## src/rtl/calc_pkg.sv

```systemverilog
// Shared constants for the 4-bit calculator: entry-stage encoding, operand/opcode widths, opcode decode values.
package calc_pkg;

  localparam int OPND_W = 4;
  localparam int OPC_W  = 3;

  localparam logic [1:0] GET_A  = 2'd0;
  localparam logic [1:0] GET_B  = 2'd1;
  localparam logic [1:0] GET_OP = 2'd2;
  localparam logic [1:0] ISSUE  = 2'd3;

  typedef enum logic [1:0] {
    ST_GET_A  = GET_A,
    ST_GET_B  = GET_B,
    ST_GET_OP = GET_OP,
    ST_ISSUE  = ISSUE
  } stage_e;

  // ABS_A/ABS_B ignore bit 0; the values below are the bit-0-clear forms
  localparam logic [OPC_W-1:0] OPC_ADD     = 3'b000;
  localparam logic [OPC_W-1:0] OPC_ADD_ALT = 3'b100;
  localparam logic [OPC_W-1:0] OPC_A_SUB_B = 3'b001;
  localparam logic [OPC_W-1:0] OPC_B_SUB_A = 3'b101;
  localparam logic [OPC_W-1:0] OPC_ABS_A   = 3'b110;
  localparam logic [OPC_W-1:0] OPC_ABS_B   = 3'b010;

endpackage

```

## src/rtl/key_debounce.sv

```systemverilog
// Pushbutton conditioner: 2-flop sync, stability counter, one-cycle pulse on debounced press.
// Latency raw press -> press pulse = 2 + DEBOUNCE_CYCLES cycles; no backpressure.
module key_debounce #(
  parameter int DEBOUNCE_CYCLES = 50000,
  parameter int CNT_W           = 16
) (
  input  logic clk,
  input  logic rst_n,
  input  logic key_n,
  output logic press
);

  localparam logic [CNT_W-1:0] LAST = CNT_W'(DEBOUNCE_CYCLES - 1);

  // Carried in pressed-high polarity so the all-zero reset state means released
  logic             sync1, sync2;
  logic             level;
  logic [CNT_W-1:0] cnt;

  always_ff @(posedge clk or negedge rst_n) begin
    if (!rst_n) begin
      sync1 <= 1'b0;
      sync2 <= 1'b0;
      level <= 1'b0;
      cnt   <= '0;
      press <= 1'b0;
    end else begin
      sync1 <= ~key_n;
      sync2 <= sync1;
      press <= 1'b0;
      if (sync2 != level) begin
        if (cnt == LAST) begin
          level <= sync2;
          cnt   <= '0;
          press <= sync2;
        end else begin
          cnt <= cnt + 1'b1;
        end
      end else begin
        cnt <= '0;
      end
    end
  end

endmodule

```

## src/rtl/calc_entry_sequencer.sv

```systemverilog
// Sequential A/B/opcode entry from switches, issued to the calculator on valid/ready; op_valid held until accepted.
// Press pulse -> register update 1 cycle. CALC_ENTRY_REISSUE_EN adds KEY[2] repeat-last-operation.
module calc_entry_sequencer
  import calc_pkg::*;
#(
  parameter int DEBOUNCE_CYCLES = 50000,
  parameter int CNT_W           = 16
) (
  input  logic              CLOCK_50,
  input  logic              RESET_N,
  input  logic [2:0]        KEY,
  input  logic [7:0]        SW,
  output logic [OPND_W-1:0] A,
  output logic [OPND_W-1:0] B,
  output logic [OPC_W-1:0]  OP,
  output logic              op_valid,
  input  logic              op_ready,
  output logic [1:0]        stage
);

  logic enter_p, clear_p, reissue_p;

  key_debounce #(.DEBOUNCE_CYCLES(DEBOUNCE_CYCLES), .CNT_W(CNT_W)) u_db_enter (
    .clk   (CLOCK_50),
    .rst_n (RESET_N),
    .key_n (KEY[0]),
    .press (enter_p)
  );

  key_debounce #(.DEBOUNCE_CYCLES(DEBOUNCE_CYCLES), .CNT_W(CNT_W)) u_db_clear (
    .clk   (CLOCK_50),
    .rst_n (RESET_N),
    .key_n (KEY[1]),
    .press (clear_p)
  );

`ifdef CALC_ENTRY_REISSUE_EN
  key_debounce #(.DEBOUNCE_CYCLES(DEBOUNCE_CYCLES), .CNT_W(CNT_W)) u_db_reissue (
    .clk   (CLOCK_50),
    .rst_n (RESET_N),
    .key_n (KEY[2]),
    .press (reissue_p)
  );
`else
  logic unused_reissue_key;
  assign unused_reissue_key = KEY[2];
  assign reissue_p          = 1'b0;
`endif

  stage_e            state_q, state_n;
  logic [OPND_W-1:0] a_q, a_n, b_q, b_n;
  logic [OPC_W-1:0]  op_q, op_n;
  logic              vld_q, vld_n;

  always_ff @(posedge CLOCK_50 or negedge RESET_N) begin
    if (!RESET_N) begin
      state_q <= ST_GET_A;
      a_q     <= '0;
      b_q     <= '0;
      op_q    <= '0;
      vld_q   <= 1'b0;
    end else begin
      state_q <= state_n;
      a_q     <= a_n;
      b_q     <= b_n;
      op_q    <= op_n;
      vld_q   <= vld_n;
    end
  end

  // Clear has priority over enter; ISSUE ignores both so a valid is never withdrawn
  always_comb begin
    state_n = state_q;
    a_n     = a_q;
    b_n     = b_q;
    op_n    = op_q;
    vld_n   = vld_q;
    case (state_q)
      ST_GET_A: begin
        if (clear_p) begin
          state_n = ST_GET_A;
        end else if (enter_p) begin
          a_n     = SW[7:4];
          state_n = ST_GET_B;
        end else if (reissue_p) begin
          vld_n   = 1'b1;
          state_n = ST_ISSUE;
        end
      end
      ST_GET_B: begin
        if (clear_p) begin
          state_n = ST_GET_A;
        end else if (enter_p) begin
          b_n     = SW[3:0];
          state_n = ST_GET_OP;
        end
      end
      ST_GET_OP: begin
        if (clear_p) begin
          state_n = ST_GET_A;
        end else if (enter_p) begin
          op_n    = SW[2:0];
          vld_n   = 1'b1;
          state_n = ST_ISSUE;
        end
      end
      ST_ISSUE: begin
        if (vld_q && op_ready) begin
          vld_n   = 1'b0;
          state_n = ST_GET_A;
        end
      end
      default: state_n = ST_GET_A;
    endcase
  end

  assign A        = a_q;
  assign B        = b_q;
  assign OP       = op_q;
  assign op_valid = vld_q;
  assign stage    = state_q;

endmodule

```

## config.mk

```make
export PLATFORM = sky130hd
export DESIGN_NAME = calc_entry_sequencer
export DESIGN_NICKNAME = d
export VERILOG_FILES = /design/src/rtl/calc_pkg.sv /design/src/rtl/key_debounce.sv /design/src/rtl/calc_entry_sequencer.sv
export SDC_FILE = /design/constraint.sdc
export NUM_CORES = 1
export LEC_CHECK = 0
export ABC_CLOCK_PERIOD_IN_PS = 3280
export CAP_MARGIN = 20
export CORE_MARGIN = 4
export CORE_UTILIZATION = 45
export CTS_BUF_LIST = sky130_fd_sc_hd__clkbuf_8
export DETAILED_ROUTE_END_ITERATION = 10
export PLACE_DENSITY = 0.66
export SETUP_SLACK_MARGIN = 0.5
export SYNTH_ARGS = -nofsm -noshare
export SYNTH_HDL_FRONTEND = slang
export SYNTH_SLANG_ARGS = --single-unit
```

## constraint.sdc

```tcl
create_clock -name CLOCK_50 -period 3.28 [get_ports CLOCK_50]
set_input_delay 0.656 -clock CLOCK_50 [delete_from_list [all_inputs] [get_ports CLOCK_50]]
set_output_delay 0.656 -clock CLOCK_50 [all_outputs]
set_load 0.02 [all_outputs]
```

# Word level (Yosys, flattened, before mapping)
# Index checks and enable logic that the tools add are counted.
# W data, S select, Z words.
[classes]
add_sub_neg = 2
eq_ne = 13
mux = 20
bitwise = 3
reduce_logical = 10
[op_table]
columns = ["operator", "n"]
rows = [
  ["$mux W16", 4],
  ["$add A16 B1 Y16 const B", 2],
  ["$eq A16 B16 Y1 const B", 2],
  ["$mux W2", 7],
  ["$ne A3 B1 Y1 const B", 3],
  ["$reduce_and A3 Y1", 3],
  ["$pmux W2 S4", 1],
  ["$reduce_and A4 Y1", 2],
  ["$mux W1", 7],
  ["$eq A2 B2 Y1 const B", 2],
  ["$ne A2 B2 Y1 const B", 2],
  ["$reduce_and A2 Y1", 2],
  ["$not A1 Y1", 3],
  ["$eq A2 B1 Y1 const B", 1],
  ["$logic_not A2 Y1", 1],
  ["$ne A1 B1 Y1", 2],
  ["$ne A2 B1 Y1 const B", 1],
  ["$pmux W1 S2", 1],
  ["$reduce_bool A2 Y1", 1],
  ["$logic_and A1 B1 Y1", 1],
]
[totals]
regBits = 54
input_bits = 14
out_inout_bits = 14
word_cells = 63

# Depth between registers and ports, before layout
# Gate-level depths: netlist (run 1).
[logic_depth]
word_depth = 3
depth_mapped = 5
depth_no_buf = 5

# Cells and area by module
# From an unflattened synthesis (run 1), not the netlist that was laid out.
[unflattened]
hier_cells = 214
hier_area_um2 = 2477.4
[by_module_without_submodules]
columns = ["module", "instances", "cells_per_inst", "area_per_inst_um2"]
rows = [
  ["key_debounce", 2, 87, 930.9],
  ["calc_entry_sequencer", 1, 40, 615.6],
]

# Worst setup path before layout (run 1)
# No wires, ideal clock.
[synth_path]
path_kind = "reg2reg"
startpoint = "reg u_db_enter.cnt[12]"
endpoint = "reg u_db_enter.level"
setup_ns = 0.125
arrival_time_ns = 1.653
required_ns = 3.155
setup_slack_ns = 1.502
path_stages_with_launch = 5
path_buffers = 0
cell_sequence = "dfrtp_1 > nor4b_2 > nand3_2 > or4_4 > mux2_4"
[synth_between]
elab_chain_cells = 2
[synth_lines]
columns = ["item", "line_no", "text"]
rows = [
  ["start: declaration", "key_debounce.sv:18", "logic [CNT_W-1:0] cnt;"],
  ["start signal: assignment", "key_debounce.sv:37", "cnt <= cnt + 1'b1;"],
  ["$eq A16 B16 Y1", "key_debounce.sv:32", "if (cnt == LAST) begin"],
  ["$reduce_and A2 Y1 (no line)", "-", ""],
  ["end signal: assignment", "key_debounce.sv:33", "level <= sync2;"],
  ["end: declaration", "key_debounce.sv:17", "logic level;"],
]
# No other way between the ends.
# A chain may end at the register's enable or synchronous reset.

# Final worst setup path (run 1)
[layout_path]
startpoint = "reg state_q[0], in the netlist stage[0]"
endpoint = "out stage[0]"
[layout_rtl]
columns = ["item", "line_no", "text"]
rows = [
  ["start: declaration", "calc_entry_sequencer.sv:50", "stage_e state_q, state_n;"],
  ["start signal: assignment", "calc_entry_sequencer.sv:63", "state_q <= state_n;"],
  ["end: declaration", "calc_entry_sequencer.sv:18", "output logic [1:0] stage"],
]
# No word-level cell between the ends.

==> results of run 1 <==
==> final cells by class <==
| class | count | area share |
|---|---|---|
| multi-input combinational | 149 | 0.364 |
| inverter | 8 | 0.0103 |
| timing repair buffer | 28 | 0.0998 |
| clock buffer | 5 | 0.0237 |
| sequential | 54 | 0.465 |
| tap | 70 | 0.0301 |
| clock inverter | 3 | 0.00731 |
==> per-layer routing <==
layer / global-route usage / vias to the layer above
li1: - / 805
met1: 0.192 / 772
met2: 0.227 / 29
met3: 0.0340 / 6
met4: 0.0399 / 0
met5: 0 / -
==> how the worst max path moves through the flow <==
stage | from | to | slack [ns] | depth (start not counted)
floorplan | u_db_enter.cnt[12] | u_db_enter.level | 1.50 | 4
detailed placement | u_db_enter.cnt[12] | u_db_enter.cnt[12] | 1.30 | 4
CTS | stage[0] | stage[0] | 1.16 | 1
global placement | u_db_enter.cnt[12] | u_db_enter.cnt[8] | 1.33 | 4
finish | stage[0] | stage[0] | 1.18 | 1
global route | stage[1] | stage[1] | 1.11 | 1
==> power groups by stage <==
stage	combinational (mW)	sequential, mW	clock, mW
global placement	0.0483	0.695	0
finish	0.0507	0.682	0.373
detailed placement	0.0485	0.696	0
CTS	0.0486	0.683	0.386
global route	0.0593	0.684	0.417
floorplan	0.0176	0.693	0
==> per-stage QoR <==
step                      hold WS (ns)  cells  setup WS, ns
final                            0.324    317          1.18
after global routing             0.360    317          1.11
after CTS                        0.359    316          1.16
after detailed placement         0.337    308          1.30
after global placement           0.333    308          1.33
after floorplan                  0.331    213          1.50
==> sequential cells by signal, summed over array words and instances, names as in the netlist <==
signal            count
u_db_clear.cnt       16
u_db_enter.cnt       16
u_db_enter.level      1
B                     4
u_db_clear.press      1
op_valid              1
A                     4
u_db_clear.sync1      1
u_db_clear.level      1
u_db_enter.sync1      1
OP                    3
stage                 2
u_db_enter.sync2      1
u_db_clear.sync2      1
u_db_enter.press      1
==> synth_stat cells (2+ instances only) <==
library cell   n  area (um^2)
a21o_1         2         15.0
buf_2          2         10.0
dfrtp_1       54         1350
ha_1           2         25.0
inv_1          8         30.0
mux2_2        11          124
mux2_4         2         30.0
nand2_1        8         30.0
nand3_1       11         55.1
nand3_2        2         20.0
nand4_1       10         62.6
nor2_1        35          131
nor3_1        10         50.1
nor3b_1        4         30.0
nor4_1         7         43.8
nor4b_2        2         30.0
o41ai_4        2         55.1
or3_4          2         22.5
or4_4          2         22.5
xnor2_1       23          201
xor2_1         7         61.3
==> cell families after synthesis <==
family	synth area share
adders and majority gates	0.0102
and+or+nand+nor	0.215
xor gates and xnor gates	0.107
DFF	0.552
muxes	0.0669
buffers and inverters	0.0163
AOI/OAI and AO/OA	0.0327
==> results by group, run 1 <==
Power and ir drop
  • Overall power: 1.11 mW
  • Max VDD drop: 0.000189 V
  • Int Pwr: 849 uW
  • Net switching power: 257 uW
  • Cell Pwr Density: 380 mW/mm^2
  • Share of total power in the clock network: 0.337
  • Switch share: 0.232
  • Seq pwr share: 0.617
  • Static Leak: 1.24 nW
  • Logic pwr share: 0.046

Synthesis
  • Asr flop ratio synth: 1.00
  • Leading register cell type out of synthesis: dfrtp_1
  • Synth warn: 0
  • Syn Nets: 229
  • Post-synthesis sequential area ratio: 0.552
  • Mapped cell area: 0.00245 mm^2
  • Synth Register Bits: 54
  • Number of synthesized flops with an enable pin: 0
  • Post-Syn Area per Cell: 11.5 um^2
  • Synth cell types: 28
  • Mapped Cells: 213

Clock tree
  • CTS tree: yes
  • Post CTS Setup Buffer Count: 0
  • Resized Gates After CTS: 0
  • Clock root cell: clkbuf_8
  • H-tree levels: 2
  • Hold buffer count at CTS: 0
  • Clk buf depth: 2
  • Clk sinks: 54
  • Clock transition at path regs: 0.10 ns
  • Worst-Skew Late Latency: 0.31 ns
  • Num CTS Buffers: 5

Floorplan
  • Core box area: 0.00520 mm^2
  • Chip Height: 81.8 um
  • Row cnt: 26
  • Die area: 0.00669 mm^2
  • Initial Utilization: 0.471
  • Chip width: 81.8 um
  • Top-Level Pins: 28

Global route
  • Total track usage: 0.142
  • First-pass GRT wire length: 7.36 mm
  • Initial antenna violation count: 0
  • GRT overflow: 0
  • Maximum number of pins on one net before global-route repair: 49
  • Number of global-route vias before repair: 1,604

Worst hold path
  • Hold Path Class: input port to async pin

Detailed routing
  • Uppermost layer routed: met4
  • Routed WL: 4.17 mm
  • Met2 WL: 1.90 mm
  • Routed vias/inst: 5.09
  • Detailed Routing Iterations Pass 1: 4
  • Post-detailed-route count of antenna-violating nets: 0
  • DRC violations left: 0
  • Met1 Routed Length: 2.02 mm
  • DR WL met3: 191 um
  • Detailed router's first-iteration violation count: 52
  • Routed len/inst: 13.1 um
  • Vias: 1,612

Placement
  • IO Port Bufs: 26
  • Routability cong.: 0.768
  • Placement-stage cell area: 0.00279 mm^2
  • Post-DP HPWL: 2.92 mm

Layout
  • Most frequent standard cell in the layout excluding fill and tap cells: dfrtp_1
  • Area taken by multi-input logic gates: 0.00106 mm^2
  • Most frequent cells in the layout: dfrtp_1 (54), nor2_1 (35), clkdlybuf4s50_1 (25)
  • Design area: 0.00291 mm^2
  • Antenna diodes: 0
  • Fin nets: 262
  • Layout area overhead: 18.7%
  • Filler cells: 471
  • Fraction of layout cells with a size suffix above 1: 0.142
  • Sequential cell area: 0.00135 mm^2
  • Final core utilization: 0.559

Critical path
  • FF-to-FF Start: u_db_enter.cnt[12]
  • Startpoint types: register
  • CP max stage cell: clkdlybuf4s50_1
  • Worst EP arrival: 1.45 ns
  • Worst reg2reg endpoint: u_db_enter.cnt[12]
  • Max FO, Critical Path: 8
  • Crit path max-delay family: buffers and inverters
  • Critical Path End Type: output port
  • Critical path class: register to output port
  • Cell Chain, Critical Path: clkdlybuf4s50_1
  • R2R Setup Slk: 1.33 ns
  • Slowest stage delay, CP: 0.65 ns
  • Register-to-Register Path Depth: 4
  • CP required: 2.62 ns
  • CP Buf/Inv Count: 1

Timing
  • Final Skew: 0.00952 ns
  • RSZ-0062 raised after global routing: false
  • Slew @ Worst Pin: 0.830 ns
  • Endpoints failing setup: 0
  • Sum Neg Setup Slack: 0 ns
  • Crit share post-route: 0.641
  • Slew HR: 0.445
  • Pins Over Slew Limit: 0
  • Fin crit period: 2.10 ns
  • Fmax: 476 MHz
  • Final hold vios: 0

Run status
  • Status: finished, final reports clean

Flow run
  • Max-Cap Viols: 0
(Power assumes the default switching activity.)
==> inputs of run 2 (changes only) <==
--- a/config.mk
+++ b/config.mk
@@ -5,7 +5,7 @@
 export SDC_FILE = /design/constraint.sdc
 export NUM_CORES = 1
 export LEC_CHECK = 0
-export ABC_CLOCK_PERIOD_IN_PS = 3280
+export ABC_CLOCK_PERIOD_IN_PS = 2200
 export CAP_MARGIN = 20
 export CORE_MARGIN = 4
 export CORE_UTILIZATION = 45
==> constraint.sdc (replaced) <==
create_clock -name CLOCK_50 -period 2.2 [get_ports CLOCK_50]
set_input_delay 0.44 -clock CLOCK_50 [delete_from_list [all_inputs] [get_ports CLOCK_50]]
set_output_delay 0.44 -clock CLOCK_50 [all_outputs]
set_load 0.02 [all_outputs]
==> run 2 against run 1 <==
  * First-iteration DRC count fell by 17%
  * Critical path depth rose by 3
  * Largest power group unchanged
  * Cell count rose by 5.4%
  * Die area did not move
  * Total power rose by 61%
==> results by group, run 2 (synthesized netlist as in run 1, its figures left out) <==
Placement
  • Routability cong.: 0.784
  • IO Port Bufs: 26
  • Post-DP HPWL: 2.99 mm
  • Placement-stage cell area: 0.00283 mm^2

Timing
  • RSZ-0062 raised after global routing: true
  • Fin crit period: 1.80 ns
  • Slew HR: 0.619
  • Endpoints failing setup: 0
  • Crit share post-route: 0.818
  • Final Skew: 0.0114 ns
  • Slew @ Worst Pin: 0.567 ns
  • Final hold vios: 0
  • Sum Neg Setup Slack: 0 ns
  • Pins Over Slew Limit: 0
  • Fmax: 555 MHz

Floorplan
  • Chip width: 81.8 um
  • Chip Height: 81.8 um
  • Initial Utilization: 0.471
  • Row cnt: 26
  • Top-Level Pins: 28
  • Core box area: 0.00520 mm^2
  • Die area: 0.00669 mm^2

Layout
  • Most frequent standard cell in the layout excluding fill and tap cells: dfrtp_1
  • Most frequent cells in the layout: dfrtp_1 (52), nor2_1 (26), xnor2_1 (23)
  • Layout area overhead: 28.2%
  • Filler cells: 427
  • Fin nets: 280
  • Final core utilization: 0.603
  • Antenna diodes: 0
  • Fraction of layout cells with a size suffix above 1: 0.258
  • Largest registers: u_db_clear.cnt (16), u_db_enter.cnt (16)
  • Design area: 0.00314 mm^2

Clock tree
  • Hold buffer count at CTS: 0
  • Num CTS Buffers: 5
  • H-tree levels: 2
  • Clock root cell: clkbuf_8
  • CTS tree: yes
  • Clk sinks: 54
  • Clock transition at path regs: 0.09 ns
  • Worst-Skew Late Latency: 0.30 ns
  • Clk buf depth: 2

Detailed routing
  • Vias: 1,660
  • DR WL met3: 157 um
  • Detailed Routing Iterations Pass 1: 4
  • Routed len/inst: 13.4 um
  • Detailed router's first-iteration violation count: 43
  • DRC violations left: 0
  • Routed WL: 4.49 mm
  • Post-detailed-route count of antenna-violating nets: 0
  • Met2 WL: 2.07 mm
  • Routed vias/inst: 4.97
  • Met1 Routed Length: 2.20 mm
  • Uppermost layer routed: met4

Power and ir drop
  • Switch share: 0.204
  • Overall power: 1.78 mW
  • Logic pwr share: 0.050
  • Int Pwr: 1.41 mW
  • Max VDD drop: 0.000324 V
  • Seq pwr share: 0.573
  • Static Leak: 1.43 nW
  • Net switching power: 363 uW
  • Cell Pwr Density: 566 mW/mm^2
  • Share of total power in the clock network: 0.377

Critical path
  • FF-to-FF Start: u_db_enter.cnt[4]
  • CP startpoint: u_db_enter.cnt[4]
  • Critical path class: register to register
  • CP required: 2.40 ns
  • Critical Path End Type: register
  • Max FO, Critical Path: 3
  • Register-to-Register Path Depth: 4
  • Startpoint types: register
  • Worst EP arrival: 2.00 ns

Global route
  • Number of global-route vias before repair: 1,675
  • Initial antenna violation count: 0
  • Maximum number of pins on one net before global-route repair: 34
  • First-pass GRT wire length: 7.54 mm
  • GRT overflow: 0
  • Total track usage: 0.147

Flow run
  • Max-Cap Viols: 0

Worst hold path
  • Hold Path Class: input port to async pin

Run status
  • Status: finished, final reports clean
==> run 2: changes by cell type in the layout (fill, tap and decap cells not counted), sizes merged, moves of 2 or more <==
cell and change:
clkinv -2, buf +18, dlymetal6s2s +2, clkdlybuf4s50 -14
dlygate4sd2 +12
==> run 2: per-stage QoR <==
stage                     setup slack [ns]  hold WS, ns  instances
final                                0.399       0.0916        334
after global routing                 0.315        0.135        334
after CTS                            0.404        0.106        333
after detailed placement             0.357        0.342        312
after global placement               0.366        0.333        312
after floorplan                      0.431        0.144        213
==> run 2: worst max-delay path, cell delays in order (launching register included) <==
cell	delay [ns]
dfrtp_2	0.44
nor4b_4	0.28
nand3_2	0.12
or4_4	0.54
mux2_4	0.31
==> run 2: worst paths after layout <==
check | endpoint | slack [ns]
max in group asynchronous | u_db_clear.cnt[4] | 1.56
hold reg to reg | u_db_clear.sync2 | 0.36
setup / recovery | u_db_enter.level | 0.40
min in group CLOCK_50 | u_db_clear.sync2 | 0.36
setup reg to reg | u_db_enter.level | 0.40
hold / removal | u_db_clear.cnt[14] | 0.09
==> run 2: power groups by stage <==
| stage | registers [mW] | clock network (mW) | logic, mW |
|---|---|---|---|
| after floorplan | 1.03 | 0 | 0.0263 |
| after global placement | 1.04 | 0 | 0.0793 |
| after detailed placement | 1.04 | 0 | 0.0788 |
| after CTS | 1.02 | 0.686 | 0.0818 |
| after global routing | 1.02 | 0.729 | 0.102 |
| final | 1.02 | 0.669 | 0.0893 |
==> run 2: metal layers <==
layer,global-route usage,up-vias
met5,0,-
met4,0.0498,0
met3,0.0362,5
met2,0.242,22
met1,0.190,792
li1,-,841
==> run 2: timing repair <==
action / CTS / global route
setup buffers: 14 / 0
cloned: 0 / 1
gates resized for setup: 18 / 21
endpoints found under the setup margin: 28 / 41
pin swaps: 2 / 13
==> run 2: layout make-up <==
cell class	count	area (um^2)	area share
Sequential cell	54	1350	0.431
Multi-Input combinational cell	149	1130	0.361
Clock buffer	6	82.6	0.0263
Clock inverter	1	30.0	0.00956
Inverter	8	30.0	0.00956
Timing Repair Buffer	46	423	0.135
Tap cell	70	87.6	0.0279
==> inputs of run 3 (changes only) <==
--- a/config.mk
+++ b/config.mk
@@ -5,7 +5,7 @@
 export SDC_FILE = /design/constraint.sdc
 export NUM_CORES = 1
 export LEC_CHECK = 0
-export ABC_CLOCK_PERIOD_IN_PS = 2200
+export ABC_CLOCK_PERIOD_IN_PS = 1700
 export CAP_MARGIN = 20
 export CORE_MARGIN = 4
 export CORE_UTILIZATION = 45
==> constraint.sdc (replaced) <==
create_clock -name CLOCK_50 -period 1.7 [get_ports CLOCK_50]
set_input_delay 0.34 -clock CLOCK_50 [delete_from_list [all_inputs] [get_ports CLOCK_50]]
set_output_delay 0.34 -clock CLOCK_50 [all_outputs]
set_load 0.02 [all_outputs]
==> run 3 against run 2 <==
  * The run now ends with setup timing left
  * Non-clock buffer count grew 37
  * Critical path depth unchanged
  * Cell count is 11% higher
  * Design area grew 14%
  * Utilization grew 8.3 points
  * Worst setup slack got worse by 0.49 ns
  * Wire length is 10% higher
  * Register-to-register slack worse by 0.49 ns
  * Global-route usage grew 1.8 points
  * Count of clock-buffer cells in the layout unchanged
  * Clock skew is 0.0022 ns lower
  * Flip-flop and latch count unchanged
  * Critical endpoint unchanged
  * Highest routed layer unchanged
==> results by group, run 3 (synthesized netlist as in run 1, its figures left out) <==
Global route
  • Total track usage: 0.165
  • First-pass GRT wire length: 8.36 mm
  • Number of global-route vias before repair: 1,814
  • GRT overflow: 0
  • Maximum number of pins on one net before global-route repair: 20
  • Initial antenna violation count: 0

Critical path
  • Critical path class: register to register
  • Cell Chain, Critical Path: nor4b_2 > nand3_2 > or4_4 > mux2_4
  • CP Buf/Inv Count: 0
  • CP max stage cell: or4_4
  • Critical Path End Type: register
  • Slowest stage delay, CP: 0.55 ns
  • Max FO, Critical Path: 3
  • Crit path max-delay family: simple AND/OR/NAND/NOR gates
  • Worst EP arrival: 1.98 ns
  • CP required: 1.89 ns
  • Startpoint types: register

Clock tree
  • Clock transition at path regs: 0.09 ns
  • Clk buf depth: 2
  • Num CTS Buffers: 5
  • Worst-Skew Late Latency: 0.30 ns
  • Clk sinks: 54
  • H-tree levels: 2
  • Clock root cell: clkbuf_8
  • CTS tree: yes

Detailed routing
  • Routed len/inst: 13.3 um
  • DRC violations left: 0
  • Vias: 1,818
  • Detailed Routing Iterations Pass 1: 4
  • Detailed router's first-iteration violation count: 71
  • Post-detailed-route count of antenna-violating nets: 0
  • Routed WL: 4.95 mm
  • Routed vias/inst: 4.89

Floorplan
  • Top-Level Pins: 28
  • Row cnt: 26
  • Core box area: 0.00520 mm^2
  • Initial Utilization: 0.471
  • Die area: 0.00669 mm^2
  • Chip Height: 81.8 um
  • Chip width: 81.8 um

Timing
  • Slew HR: 0.757
  • Final setup margin: -0.0884 ns
  • Sum Neg Setup Slack: -0.213 ns
  • Crit share post-route: 1.05
  • Fmax: 559 MHz
  • Slew @ Worst Pin: 0.362 ns
  • RSZ-0062 raised after global routing: true
  • Fin crit period: 1.79 ns
  • Pins Over Slew Limit: 0
  • Final Skew: 0.00921 ns
  • Endpoints failing setup: 5
  • Final hold vios: 0

Placement
  • Placed Instances: 339
  • IO Port Bufs: 26
  • Routability cong.: 0.849
  • Post-DP HPWL: 3.42 mm

Layout
  • Non-filler instance count after layout: 372
  • Most frequent standard cell in the layout excluding fill and tap cells: dfrtp_1
  • Antenna diodes: 0
  • Final core utilization: 0.687
  • Layout area overhead: 45.9%
  • Fraction of layout cells with a size suffix above 1: 0.411
  • Largest registers: u_db_clear.cnt (16), u_db_enter.cnt (16)
  • Most frequent cells in the layout: dfrtp_1 (52), buf_4 (43), buf_6 (26)
  • Fin nets: 317

Run status
  • Status: finished, violations left
  • Violated checks: setup timing

Flow run
  • Max-Cap Viols: 0

Power and ir drop
  • Max VDD drop: 0.000488 V
  • Share of total power in the clock network: 0.416
  • Static Leak: 1.58 nW
  • Seq pwr share: 0.530
  • Net switching power: 481 uW
  • Logic pwr share: 0.054
  • Switch share: 0.194
  • Cell Pwr Density: 693 mW/mm^2
  • Int Pwr: 2.00 mW

Worst hold path
  • Hold Path Class: register to register
==> run 3: cell types whose count changed in the layout (fill, tap and decap cells not counted), moves of 3 or more <==
cell           delta
nor2_1            -3
mux2_4           +11
buf_6            +22
dlygate4sd2_1    -12
mux2_2           -11
nor2_2            +3
buf_4            +28
==> run 3: layout make-up <==
| class | instances | area, um^2 |
|---|---|---|
| Inverter | 8 | 30.0 |
| Fill cell | 395 | 1630 |
| Tap cell | 70 | 87.6 |
| Sequential cell | 54 | 1350 |
| Timing Repair Buffer | 83 | 763 |
| Clock buffer | 6 | 82.6 |
| Clock inverter | 2 | 60.1 |
| Multi-Input combinational cell | 149 | 1200 |
==> run 3: worst register-to-register path: cells and delay by family, from the launching register on <==
kind	cells	cell delay (ns)
mux	1	0.31
simple gates	3	0.99
flops	1	0.39
==> run 3: metrics by stage <==
| stage | hold WS (ns) | total power [mW] | cell area [um^2] | worst slack [ns] |
|---|---|---|---|---|
| after floorplan | 0.0444 | 1.37 | 2540 | -0.0667 |
| after global routing | 0.374 | 2.58 | 3570 | -0.144 |
| final | 0.356 | 2.48 | 3570 | -0.0884 |
| after detailed placement | 0.318 | 1.46 | 3120 | -0.0835 |
| after CTS | 0.360 | 2.51 | 3460 | -0.0854 |
| after global placement | 0.323 | 1.46 | 3120 | -0.0735 |
==> run 3: final timing paths <==
kind,from,end,slack (ns),cells past startpoint
setup / recovery,u_db_enter.cnt[12],u_db_enter.level,-0.09,4
hold / removal,u_db_clear.sync1,u_db_clear.sync2,0.36,0
setup reg to reg,u_db_enter.cnt[12],u_db_enter.level,-0.09,4
hold reg to reg,u_db_clear.sync1,u_db_clear.sync2,0.36,0
max in group asynchronous,RESET_N,u_db_enter.cnt[12],0.70,3
min in group asynchronous,RESET_N,u_db_clear.cnt[3],0.47,2
==> run 3: what timing repair did <==
action / in CTS / in global routing
setup buffers: 17 / 6
endpoints found under the hold margin: 17 / 0
gates cloned: 1 / 0
resized for setup: 95 / 21
pin swaps: 9 / 2
hold buffers: 1 / 0
endpoints found under the setup margin: 61 / 80
==> run 3: power by group through the flow <==
stage               clock network, mW  logic (mW)  registers [mW]
finish                           1.03       0.134            1.31
global route                     1.12       0.148            1.32
CTS                              1.07       0.130            1.31
detailed placement                  0       0.120            1.34
global placement                    0       0.120            1.34
floorplan                           0      0.0369            1.34
==> run 3: routing by layer <==
| layer | GRT usage | vias up | share of wire |
|---|---|---|---|
| li1 | - | 917 | - |
| met1 | 0.231 | 867 | 0.49 |
| met2 | 0.250 | 29 | 0.45 |
| met3 | 0.0318 | 5 | 0.043 |
| met4 | 0.0698 | 0 | 0.015 |
| met5 | 0 | - | 0 |
